## config.mk

```make
export PLATFORM = sky130hd
export DESIGN_NAME = led_event_sched
export DESIGN_NICKNAME = d
export VERILOG_FILES = /design/src/rtl/led_sched_pkg.sv /design/src/rtl/rr_arbiter.sv /design/src/rtl/led_event_sched.sv
export SDC_FILE = /design/constraint.sdc
export NUM_CORES = 1
export LEC_CHECK = 0
export CAP_MARGIN = 40
export CORE_MARGIN = 4
export CORE_UTILIZATION = 25
export DETAILED_ROUTE_END_ITERATION = 16
export GPL_ROUTABILITY_DRIVEN = 0
export HOLD_SLACK_MARGIN = 0.12
export SETUP_SLACK_MARGIN = 0.15
export SLEW_MARGIN = 10
export SYNTH_ARGS = -nofsm -noshare
export SYNTH_HDL_FRONTEND = slang
export SYNTH_SLANG_ARGS = --single-unit
```

## constraint.sdc

```tcl
create_clock -name sys_clk -period 2.7 [get_ports sys_clk]
set_input_delay 0.405 -clock sys_clk [delete_from_list [all_inputs] [get_ports sys_clk]]
set_output_delay 0.405 -clock sys_clk [all_outputs]
set_load 0.02 [all_outputs]
```

## src/rtl/led_sched_pkg.sv

```systemverilog
// Shared types and helpers for the LED event scheduler.
// Holds the scheduler state encoding, width helper and default show/blank timings.
package led_sched_pkg;

  typedef enum logic [1:0] {
    IDLE = 2'd0,
    SHOW = 2'd1,
    GAP  = 2'd2
  } sched_state_e;

  localparam int unsigned DEF_HOLD_CYCLES = 10_000_000;
  localparam int unsigned DEF_GAP_CYCLES  = 2_500_000;

  // Ceiling log2, never below 1 so it can always size a vector.
  function automatic int unsigned clog2(input int unsigned value);
    int unsigned result;
    result = 1;
    for (int unsigned i = 1; i < 32; i++) begin
      if ((64'd1 << i) < 64'(value)) result = i + 1;
    end
    return result;
  endfunction

endpackage

```

## src/rtl/rr_arbiter.sv

```systemverilog
// Combinational round-robin arbiter: first request at or after the pointer, wrapping.
// Generic so other shared-resource blocks can reuse it.
module rr_arbiter
  import led_sched_pkg::*;
#(
  parameter int unsigned N_REQ = 4
) (
  input  logic [N_REQ-1:0]        i_req,
  input  logic [clog2(N_REQ)-1:0] i_ptr,
  output logic [N_REQ-1:0]        o_gnt_c,
  output logic [clog2(N_REQ)-1:0] o_idx_c,
  output logic                    o_any_c
);

  localparam int unsigned IDX_W = clog2(N_REQ);
  localparam int unsigned SUM_W = IDX_W + 1;

  logic [SUM_W-1:0] w_sum;
  logic [IDX_W-1:0] w_cand;

  // Walk candidates from the pointer upward; the first hit wins.
  always_comb begin
    o_gnt_c = '0;
    o_idx_c = '0;
    o_any_c = 1'b0;
    w_sum   = '0;
    w_cand  = '0;
    for (int unsigned k = 0; k < N_REQ; k++) begin
      w_sum = SUM_W'(i_ptr) + SUM_W'(k);
      if (w_sum >= SUM_W'(N_REQ)) w_sum = w_sum - SUM_W'(N_REQ);
      w_cand = IDX_W'(w_sum);
      if (!o_any_c && i_req[w_cand]) begin
        o_any_c         = 1'b1;
        o_idx_c         = w_cand;
        o_gnt_c[w_cand] = 1'b1;
      end
    end
  end

endmodule

```

## src/rtl/led_event_sched.sv

```systemverilog
// Shares the LED bank between event sources: edge-detect, latch pending,
// then show each granted source's pattern for HOLD_CYCLES followed by a GAP_CYCLES blank.
module led_event_sched
  import led_sched_pkg::*;
#(
  parameter int unsigned N_REQ       = 4,
  parameter int unsigned LED_W       = 4,
  parameter int unsigned HOLD_CYCLES = DEF_HOLD_CYCLES,
  parameter int unsigned GAP_CYCLES  = DEF_GAP_CYCLES
) (
  input  logic                     sys_clk,
  input  logic                     sys_rst,
  input  logic [N_REQ-1:0]         evt_in,
  input  logic [N_REQ*LED_W-1:0]   evt_pat,
  output logic [LED_W-1:0]         led_en,
  output logic                     busy,
  output logic [clog2(N_REQ)-1:0]  grant_id,
  output logic                     evt_drop,
  output logic [clog2(N_REQ)-1:0]  drop_id
);

  localparam int unsigned IDX_W   = clog2(N_REQ);
  localparam int unsigned CNT_MAX = (HOLD_CYCLES > GAP_CYCLES) ? HOLD_CYCLES : GAP_CYCLES;
  localparam int unsigned CNT_W   = clog2(CNT_MAX + 1);

  localparam logic [CNT_W-1:0] HOLD_LAST = CNT_W'(HOLD_CYCLES - 1);
  localparam logic [CNT_W-1:0] GAP_LAST  = CNT_W'(GAP_CYCLES - 1);
  localparam logic [IDX_W-1:0] IDX_LAST  = IDX_W'(N_REQ - 1);

  sched_state_e r_state;
  sched_state_e w_state_nxt;

  logic [N_REQ-1:0] r_d0;
  logic [N_REQ-1:0] r_d1;
  logic [N_REQ-1:0] r_pending;
  logic [IDX_W-1:0] r_ptr;
  logic [CNT_W-1:0] r_cnt;
  logic [LED_W-1:0] r_led_en;
  logic             r_busy;
  logic [IDX_W-1:0] r_grant_id;
  logic             r_evt_drop;
  logic [IDX_W-1:0] r_drop_id;

  logic [N_REQ-1:0] w_flag;
  logic [N_REQ-1:0] w_gnt;
  logic [IDX_W-1:0] w_idx;
  logic             w_any;
  logic             w_grant_now;
  logic [N_REQ-1:0] w_clr;
  logic [N_REQ-1:0] w_drop;
  logic [N_REQ-1:0] w_pend_nxt;
  logic             w_drop_any;
  logic [IDX_W-1:0] w_drop_idx;
  logic [IDX_W-1:0] w_ptr_nxt;
  logic [CNT_W-1:0] w_cnt_nxt;
  logic [LED_W-1:0] w_led_nxt;
  logic [IDX_W-1:0] w_grant_nxt;
  logic [LED_W-1:0] w_pat [N_REQ];

  assign w_flag = r_d0 & ~r_d1;

  rr_arbiter #(
    .N_REQ (N_REQ)
  ) u_rr_arbiter (
    .i_req   (r_pending),
    .i_ptr   (r_ptr),
    .o_gnt_c (w_gnt),
    .o_idx_c (w_idx),
    .o_any_c (w_any)
  );

  always_comb begin
    for (int unsigned i = 0; i < N_REQ; i++) begin
      w_pat[i] = evt_pat[i*LED_W +: LED_W];
    end
  end

  // Scheduler next-state, counter and grant decisions.
  always_comb begin
    w_state_nxt = r_state;
    w_cnt_nxt   = r_cnt;
    w_led_nxt   = r_led_en;
    w_grant_nxt = r_grant_id;
    w_ptr_nxt   = r_ptr;
    w_grant_now = 1'b0;
    unique case (r_state)
      IDLE: begin
        if (w_any) begin
          w_state_nxt = SHOW;
          w_grant_now = 1'b1;
          w_led_nxt   = w_pat[w_idx];
          w_grant_nxt = w_idx;
          w_ptr_nxt   = (w_idx == IDX_LAST) ? '0 : w_idx + IDX_W'(1);
          w_cnt_nxt   = '0;
        end
      end
      SHOW: begin
        if (r_cnt == HOLD_LAST) begin
          w_state_nxt = GAP;
          w_led_nxt   = '0;
          w_cnt_nxt   = '0;
        end else begin
          w_cnt_nxt = r_cnt + CNT_W'(1);
        end
      end
      GAP: begin
        if (r_cnt == GAP_LAST) begin
          w_state_nxt = IDLE;
          w_cnt_nxt   = '0;
        end else begin
          w_cnt_nxt = r_cnt + CNT_W'(1);
        end
      end
      default: begin
        w_state_nxt = IDLE;
        w_led_nxt   = '0;
        w_cnt_nxt   = '0;
      end
    endcase
  end

  // Pending bookkeeping: a new edge beats the grant clear; an edge on an
  // already-pending, ungranted source is reported as a drop.
  always_comb begin
    w_clr      = w_grant_now ? w_gnt : '0;
    w_pend_nxt = w_flag | (r_pending & ~w_clr);
    w_drop     = w_flag & r_pending & ~w_clr;
    w_drop_any = 1'b0;
    w_drop_idx = '0;
    for (int unsigned i = 0; i < N_REQ; i++) begin
      if (w_drop[i] && !w_drop_any) begin
        w_drop_any = 1'b1;
        w_drop_idx = IDX_W'(i);
      end
    end
  end

  always_ff @(posedge sys_clk) begin
    if (sys_rst) begin
      r_state    <= IDLE;
      r_d0       <= '0;
      r_d1       <= '0;
      r_pending  <= '0;
      r_ptr      <= '0;
      r_cnt      <= '0;
      r_led_en   <= '0;
      r_busy     <= 1'b0;
      r_grant_id <= '0;
      r_evt_drop <= 1'b0;
      r_drop_id  <= '0;
    end else begin
      r_state    <= w_state_nxt;
      r_d0       <= evt_in;
      r_d1       <= r_d0;
      r_pending  <= w_pend_nxt;
      r_ptr      <= w_ptr_nxt;
      r_cnt      <= w_cnt_nxt;
      r_led_en   <= w_led_nxt;
      r_busy     <= (w_state_nxt != IDLE);
      r_grant_id <= w_grant_nxt;
      r_evt_drop <= w_drop_any;
      r_drop_id  <= w_drop_idx;
    end
  end

  assign led_en   = r_led_en;
  assign busy     = r_busy;
  assign grant_id = r_grant_id;
  assign evt_drop = r_evt_drop;
  assign drop_id  = r_drop_id;

endmodule

```

==> results.py, run 1 <==
metrics = {
    "timing": {
        "fin_crit_sh_pct": 90.0,
        "skew_ps": 7.73,
        "setup_tns_ps": 0,
        "drv_slew": 0,
        "rsz0062_at_grt": "yes",
        "fmaxAchievable_mhz": 411,
        "min_period_ps": 2430,
        "relSlewSlack_pct": 65.0,
        "timing.hold.ws_ps": 460,
        "tightest_slew_ps": 525,
        "hold_violations": 0,
        "setup_viol": 0,
    },
    "critical_path": {
        "cp-start-kind": "flop",
        "critPathRequiredTime_ps": 2910,
        "rrSetupSlack_ps": 270,
        "ff2ff_path_depth": 8,
        "path_class": "flop to flop",
        "end_kind": "flop",
        "r2r-end": "drop_id[1]$_SDFF_PP0_",
        "path_max_fanout": 4,
        "arrival_ps": 2640,
    },
    "grt": {
        "grt_first_pass_wirelength_um": 12000,
        "grt_overflow_total": 0,
        "grt_max_degree": 25,
        "grt_usage_pct": 10.8,
        "grt_antenna_before_repair": 0,
        "gr-usage-met3_pct": 2.67,
        "grt_pass1_vias": 2480,
        "met1_usage_pct": 14.2,
        "grt_util_met2_pct": 17.3,
        "grt_busiest_layer": "met2",
    },
    "final_layout": {
        "area_delta_synth_final_pct": 22.6,
        "drive_gt1_share_pct": 11.8,
        "multi_input_area_um2": 1890,
        "regArea_um2": 1000,
        "diodes": 0,
        "fillCellCount": 1185,
        "postLayoutCoreUtil_pct": 31.6,
        "nNetsFinal": 415,
    },
    "clocking": {
        "clockBufferDepth": 2,
        "clock-sinks": 50,
        "tritoncts": "built",
        "cts_buffers": 5,
        "clk_latency_ps": 290,
        "cts-root-buf": "clkbuf_16",
        "htree_levels": 2,
        "clk_pin_slew_ps": 60,
    },
    "floorplan": {
        "coreArea_um2": 11600,
        "ios": 32,
        "design.die.area_um2": 13800,
        "die-height_um": 117,
        "die_w_um": 117,
        "floorplan.initialDensity_pct": 25.8,
        "core.rowCount": 39,
    },
    "power_and_ir_drop": {
        "combinationalPowerShare_pct": 46.4,
        "powerDensity_nw_per_um2": 774,
        "intPower_w": 0.00175,
        "p_sw_w": 0.00108,
        "power_leakage_nw": 1.32,
        "sw_frac_of_total_pct": 38.2,
        "p_total_w": 0.00283,
        "pwr-share-seq_pct": 30.9,
        "clockPowerShare_pct": 22.8,
        "peakVddDrop_uv": 267,
    },
    "drt": {
        "drt-pass1-iter-count": 4,
        "num_vias": 2604,
        "final_antenna_net_count": 0,
        "vias_per_cell": 4.97,
        "wl_um": 7190,
        "drc": 0,
        "drt-initial-drc-count": 155,
        "post_drt_wl_per_cell_um": 13.7,
    },
    "logic_synthesis": {
        "async_flop_share_pct": 0,
        "syn-instance-count": 344,
        "synthesis.area_um2": 2990,
        "synth_edf_count": 0,
        "synth_cell_types": 63,
        "synth_area_leader_cell": "dfxtp_1",
        "synth.ff_latch_count": 50,
        "syn_avg_cell_area_um2": 8.68,
        "synth_nets": 379,
        "synth.top_cell.area_share_pct": 33.5,
        "seq_area_frac_synth_pct": 33.5,
        "ys_warn_count": 0,
        "synthTopCellsByArea": "dfxtp_1, mux2i_1, ha_1",
        "synthFlopType": "dfxtp_1",
    },
    "placed_design": {
        "port_buffers": 31,
        "post-dp-hpwl_um": 5280,
    },
    "min_path": {
        "min-delay-path-class": "flop to flop",
        "holdPathStages": 1,
        "whs_endpoint": "r_d1[3]$_SDFF_PP0_",
        "worstHoldStart": "r_d0[3]$_SDFF_PP0_",
    },
    "job": {
        "cap_viol_max_count": 0,
    },
    "run_status": {
        "status": "finished, final reports clean",
    },
}
layout make-up:
class                   count  area share (%)
well taps                 143            4.89
multi-input cells         273            51.7
clock buffers               6            3.79
flip-flops and latches     50            27.4
clock inverters             2           0.342
repair buffers             45            11.4
inverters                   5           0.547
metrics by stage:
stage,std cells,instance area [um2],setup WS [ps]
CTS,524,3650,215
global placement,516,3500,307
floorplan,344,2990,165
detailed placement,516,3500,246
finish,524,3660,270
global route,524,3660,126
cells in the final DEF (no fill, tap or decap), types with 3 or more instances in the layout:
master / netlist / final
mux2i_1: 17 / 15
mux2_2: 3 / 3
buf_4: 0 / 14
a31oi_1: 6 / 6
clkbuf_16: 0 / 5
nand2b_1: 8 / 8
o21ai_0: 13 / 13
dfxtp_1: 50 / 50
a21oi_1: 17 / 17
nor4bb_1: 3 / 3
xnor2_1: 8 / 8
nand3_1: 11 / 11
nand4_1: 9 / 9
nand2_1: 22 / 22
nor4_1: 3 / 3
clkdlybuf4s50_1: 0 / 31
o22ai_1: 3 / 3
and2_1: 6 / 6
and3_1: 6 / 6
ha_1: 13 / 13
xor2_1: 11 / 11
nor2b_1: 12 / 12
inv_1: 4 / 4
o211ai_1: 7 / 7
nor3_1: 8 / 8
nor2_1: 43 / 43
a22o_1: 5 / 5
worst max-delay path by stage:
stage	to	cells after the start	slack, ps	start
global route	evt_drop$_SDFF_PP0_	8	130	flop
finish	drop_id[1]$_SDFF_PP0_	8	270	flop
global placement	drop_id[1]$_SDFF_PP0_	8	310	flop
floorplan	drop_id[1]$_SDFF_PP0_	9	160	flop
detailed placement	drop_id[1]$_SDFF_PP0_	8	250	flop
CTS	drop_id[1]$_SDFF_PP0_	8	220	flop
worst max-delay path, stage by stage (launching register included):
cell and delay [ps]:
dfxtp_1 360, clkinv_2 70, ha_1 330, mux2_2 380, and3_1 180, a2111oi_1 410, o221ai_1 250, a2bb2oi_1 200
nor3b_1 180
power by group through the flow:
stage	clock network [W]	logic [W]	registers, W
after detailed placement	0	0.00130	0.000889
after CTS	0.000661	0.00130	0.000874
after global routing	0.000696	0.00145	0.000885
after global placement	0	0.00128	0.000887
final	0.000646	0.00131	0.000874
after floorplan	0	0.000916	0.000918
cells in the mapped netlist (9+ instances only):
cell type   n
o21ai_0    13
nor2_1     43
nand4_1     9
a21oi_1    17
clkbuf_1   10
mux2i_1    17
nor2b_1    12
ha_1       13
nand2_1    22
xor2_1     11
nand3_1    11
dfxtp_1    50
per-layer routing:
layer  wire (um)  vias up
li1            -     1318
met1        3430     1232
met2        3340       45
met3         312        9
met4         114        0
met5           0        -
logic make-up (layout without fill, tap and decap cells):
group,Yosys count,count (layout),synth area share (%)
xor gates and xnor gates,19,19,5.57
buffers and inverters,21,58,3.39
and+or+nand+nor,146,146,26.3
AOI/OAI and AO/OA,75,75,18.9
muxes,20,20,6.83
DFF,50,50,33.5
adders and majority gates,13,13,5.45
what timing repair did:
item / 4_1_cts / 5_1_grt
resized for setup: 0 / 4
setup endpoints to repair: 0 / 3
hold buffers: 0 / 0
endpoints found under the hold margin: 0 / 0
buffers inserted: 0 / 0
registers in the layout, summed over array words and instances (netlist names), named ones only:
| signal | count |
|---|---|
| grant_id | 2 |
| evt_drop | 1 |
| busy | 1 |
| r_ptr | 1 |
| drop_id | 2 |
| r_d0 | 4 |
| r_cnt | 24 |
| r_state | 2 |
| led_en | 4 |
| r_pending | 4 |
| r_d1 | 4 |
(Power assumes the default switching activity.)
==> run 2: changes to the inputs <==
--- a/config.mk
+++ b/config.mk
@@ -6,6 +6,7 @@
 export NUM_CORES = 1
 export LEC_CHECK = 0
 export CAP_MARGIN = 40
+export CORE_ASPECT_RATIO = 0.8
 export CORE_MARGIN = 4
 export CORE_UTILIZATION = 25
 export DETAILED_ROUTE_END_ITERATION = 16
==> run 2 against run 1 <==
Clock skew increased by 2.8 ps; worst hold slack improved by 5.4 ps; critical path depth unchanged; combinational power about the same; power increased by 4.0%; non-clock buffer count unchanged; sequential share of layout area decreased by 0.24 points; clock power increased by 13%; largest power group unchanged; highest routed layer unchanged.
==> results.py, run 2 (same netlist as run 1, synthesis figures left out) <==
metrics = {
    "timing": {
        "setup_tns_ps": 0,
        "skew_ps": 10.5,
        "fin_crit_sh_pct": 88.6,
        "relSlewSlack_pct": 63.4,
        "min_period_ps": 2390,
        "rsz0062_at_grt": "no",
        "setup_viol": 0,
        "tightest_slew_ps": 544,
        "timing.hold.ws_ps": 466,
        "drv_slew": 0,
        "fmaxAchievable_mhz": 418,
        "hold_violations": 0,
    },
    "final_layout": {
        "nNetsFinal": 415,
        "largest_reg_flops": 24,
        "layout_commonest_cell": "dfxtp_1",
        "diodes": 0,
        "drive_gt1_share_pct": 12.1,
        "largest_register": "r_cnt",
        "fillCellCount": 1184,
        "final_area_um2": 3690,
        "area_delta_synth_final_pct": 23.7,
        "layout_common_cells": "dfxtp_1, nor2_1, clkdlybuf4s50_1",
    },
    "clocking": {
        "cts-root-buf": "clkbuf_16",
        "clk_latency_ps": 290,
        "cts_buffers": 5,
        "tritoncts": "built",
        "clockBufferDepth": 2,
        "clock-sinks": 50,
        "htree_levels": 2,
        "clk_pin_slew_ps": 80,
    },
    "floorplan": {
        "ios": 32,
        "die_w_um": 130,
        "coreArea_um2": 11600,
        "floorplan.initialDensity_pct": 25.7,
        "core.rowCount": 35,
        "die-height_um": 106,
        "design.die.area_um2": 13800,
    },
    "job": {
        "cap_viol_max_count": 0,
    },
    "critical_path": {
        "cp-start-kind": "flop",
        "end_kind": "flop",
        "critPathRequiredTime_ps": 2870,
        "path_max_fanout": 6,
        "path_class": "flop to flop",
        "arrival_ps": 2570,
    },
    "drt": {
        "drc": 0,
        "vias_per_cell": 4.90,
        "num_vias": 2591,
        "drt-pass1-iter-count": 4,
        "post_drt_wl_per_cell_um": 13.5,
        "drt-initial-drc-count": 201,
        "final_antenna_net_count": 0,
        "wl_um": 7160,
    },
    "grt": {
        "grt_first_pass_wirelength_um": 12100,
        "grt_antenna_before_repair": 0,
        "grt_max_degree": 21,
        "grt_pass1_vias": 2431,
        "grt_overflow_total": 0,
        "grt_usage_pct": 10.6,
    },
    "power_and_ir_drop": {
        "combinationalPowerShare_pct": 45.4,
        "sw_frac_of_total_pct": 37.9,
        "p_sw_w": 0.00112,
        "power_leakage_nw": 1.33,
        "peakVddDrop_uv": 304,
        "powerDensity_nw_per_um2": 799,
        "clockPowerShare_pct": 24.8,
        "intPower_w": 0.00183,
        "pwr-share-seq_pct": 29.8,
    },
    "placed_design": {
        "post-dp-hpwl_um": 5150,
        "port_buffers": 31,
        "dpl-instance-area_um2": 3500,
    },
    "min_path": {
        "min-delay-path-class": "flop to flop",
    },
    "run_status": {
        "status": "finished, final reports clean",
    },
}
[run 2: final cells by class]
class,instances,area (um2),share of cell area [%]
Clock buffer,5,125,3.39
Clock inverter,3,47.5,1.29
Inverter,5,20.0,0.542
Multi-Input combinational cell,273,1900,51.4
Sequential cell,50,1000,27.1
Tap cell,148,185,5.02
Timing Repair Buffer,45,415,11.3
[run 2: path summary, 6_finish.rpt]
path / slack (ps) / cells past startpoint / from / endpoint
max: 310 / 8 / flop / evt_drop$_SDFF_PP0_
min: 470 / 1 / r_d0[3]$_SDFF_PP0_ / r_d1[3]$_SDFF_PP0_
max reg2reg: 310 / 8 / flop / evt_drop$_SDFF_PP0_
min reg2reg: 470 / 1 / r_d0[3]$_SDFF_PP0_ / r_d1[3]$_SDFF_PP0_
[run 2: worst max-delay path, cell delays in order (launching register included)]
cell and delay [ps]:
dfxtp_1 350, clkinv_2 70, ha_1 320, mux2_2 400, mux2i_2 310, a2111oi_0 180
o221a_2 300, a2bb2oi_1 220, a31oi_1 120
[run 2: metal layers]
metal	share of wire (%)	global-route usage [%]	wire length (um)	vias to the layer above
met5	0	0	0	-
met3	3.1	1.93	220	7
met2	46	15.8	3300	42
met4	1.0	3.04	73	0
met1	50	15.3	3560	1219
li1	-	-	-	1323
[run 2: per-stage QoR]
stage | setup slack [ps] | power, W | std cells | utilization [%]
detailed placement | 227 | 0.00219 | 520 | 30.1
CTS | 200 | 0.00293 | 528 | 31.6
floorplan | 165 | 0.00183 | 344 | -
finish | 307 | 0.00295 | 529 | 31.8
global route | 168 | 0.00315 | 529 | 31.8
global placement | 362 | 0.00217 | 520 | 30.1
[run 2: power groups by stage]
stage,Sequential (W),Clock (W),Combinational [W]
after floorplan,0.000918,0,0.000916
after global placement,0.000890,0,0.00128
after detailed placement,0.000893,0,0.00130
after CTS,0.000877,0.000750,0.00130
after global routing,0.000890,0.000780,0.00148
final,0.000878,0.000732,0.00134
[run 2: what timing repair did]
item | CTS | global route
endpoints found under the setup margin | 0 | 3
hold buffers | 0 | 0
buffers inserted | 0 | 1
resized for setup | 0 | 4
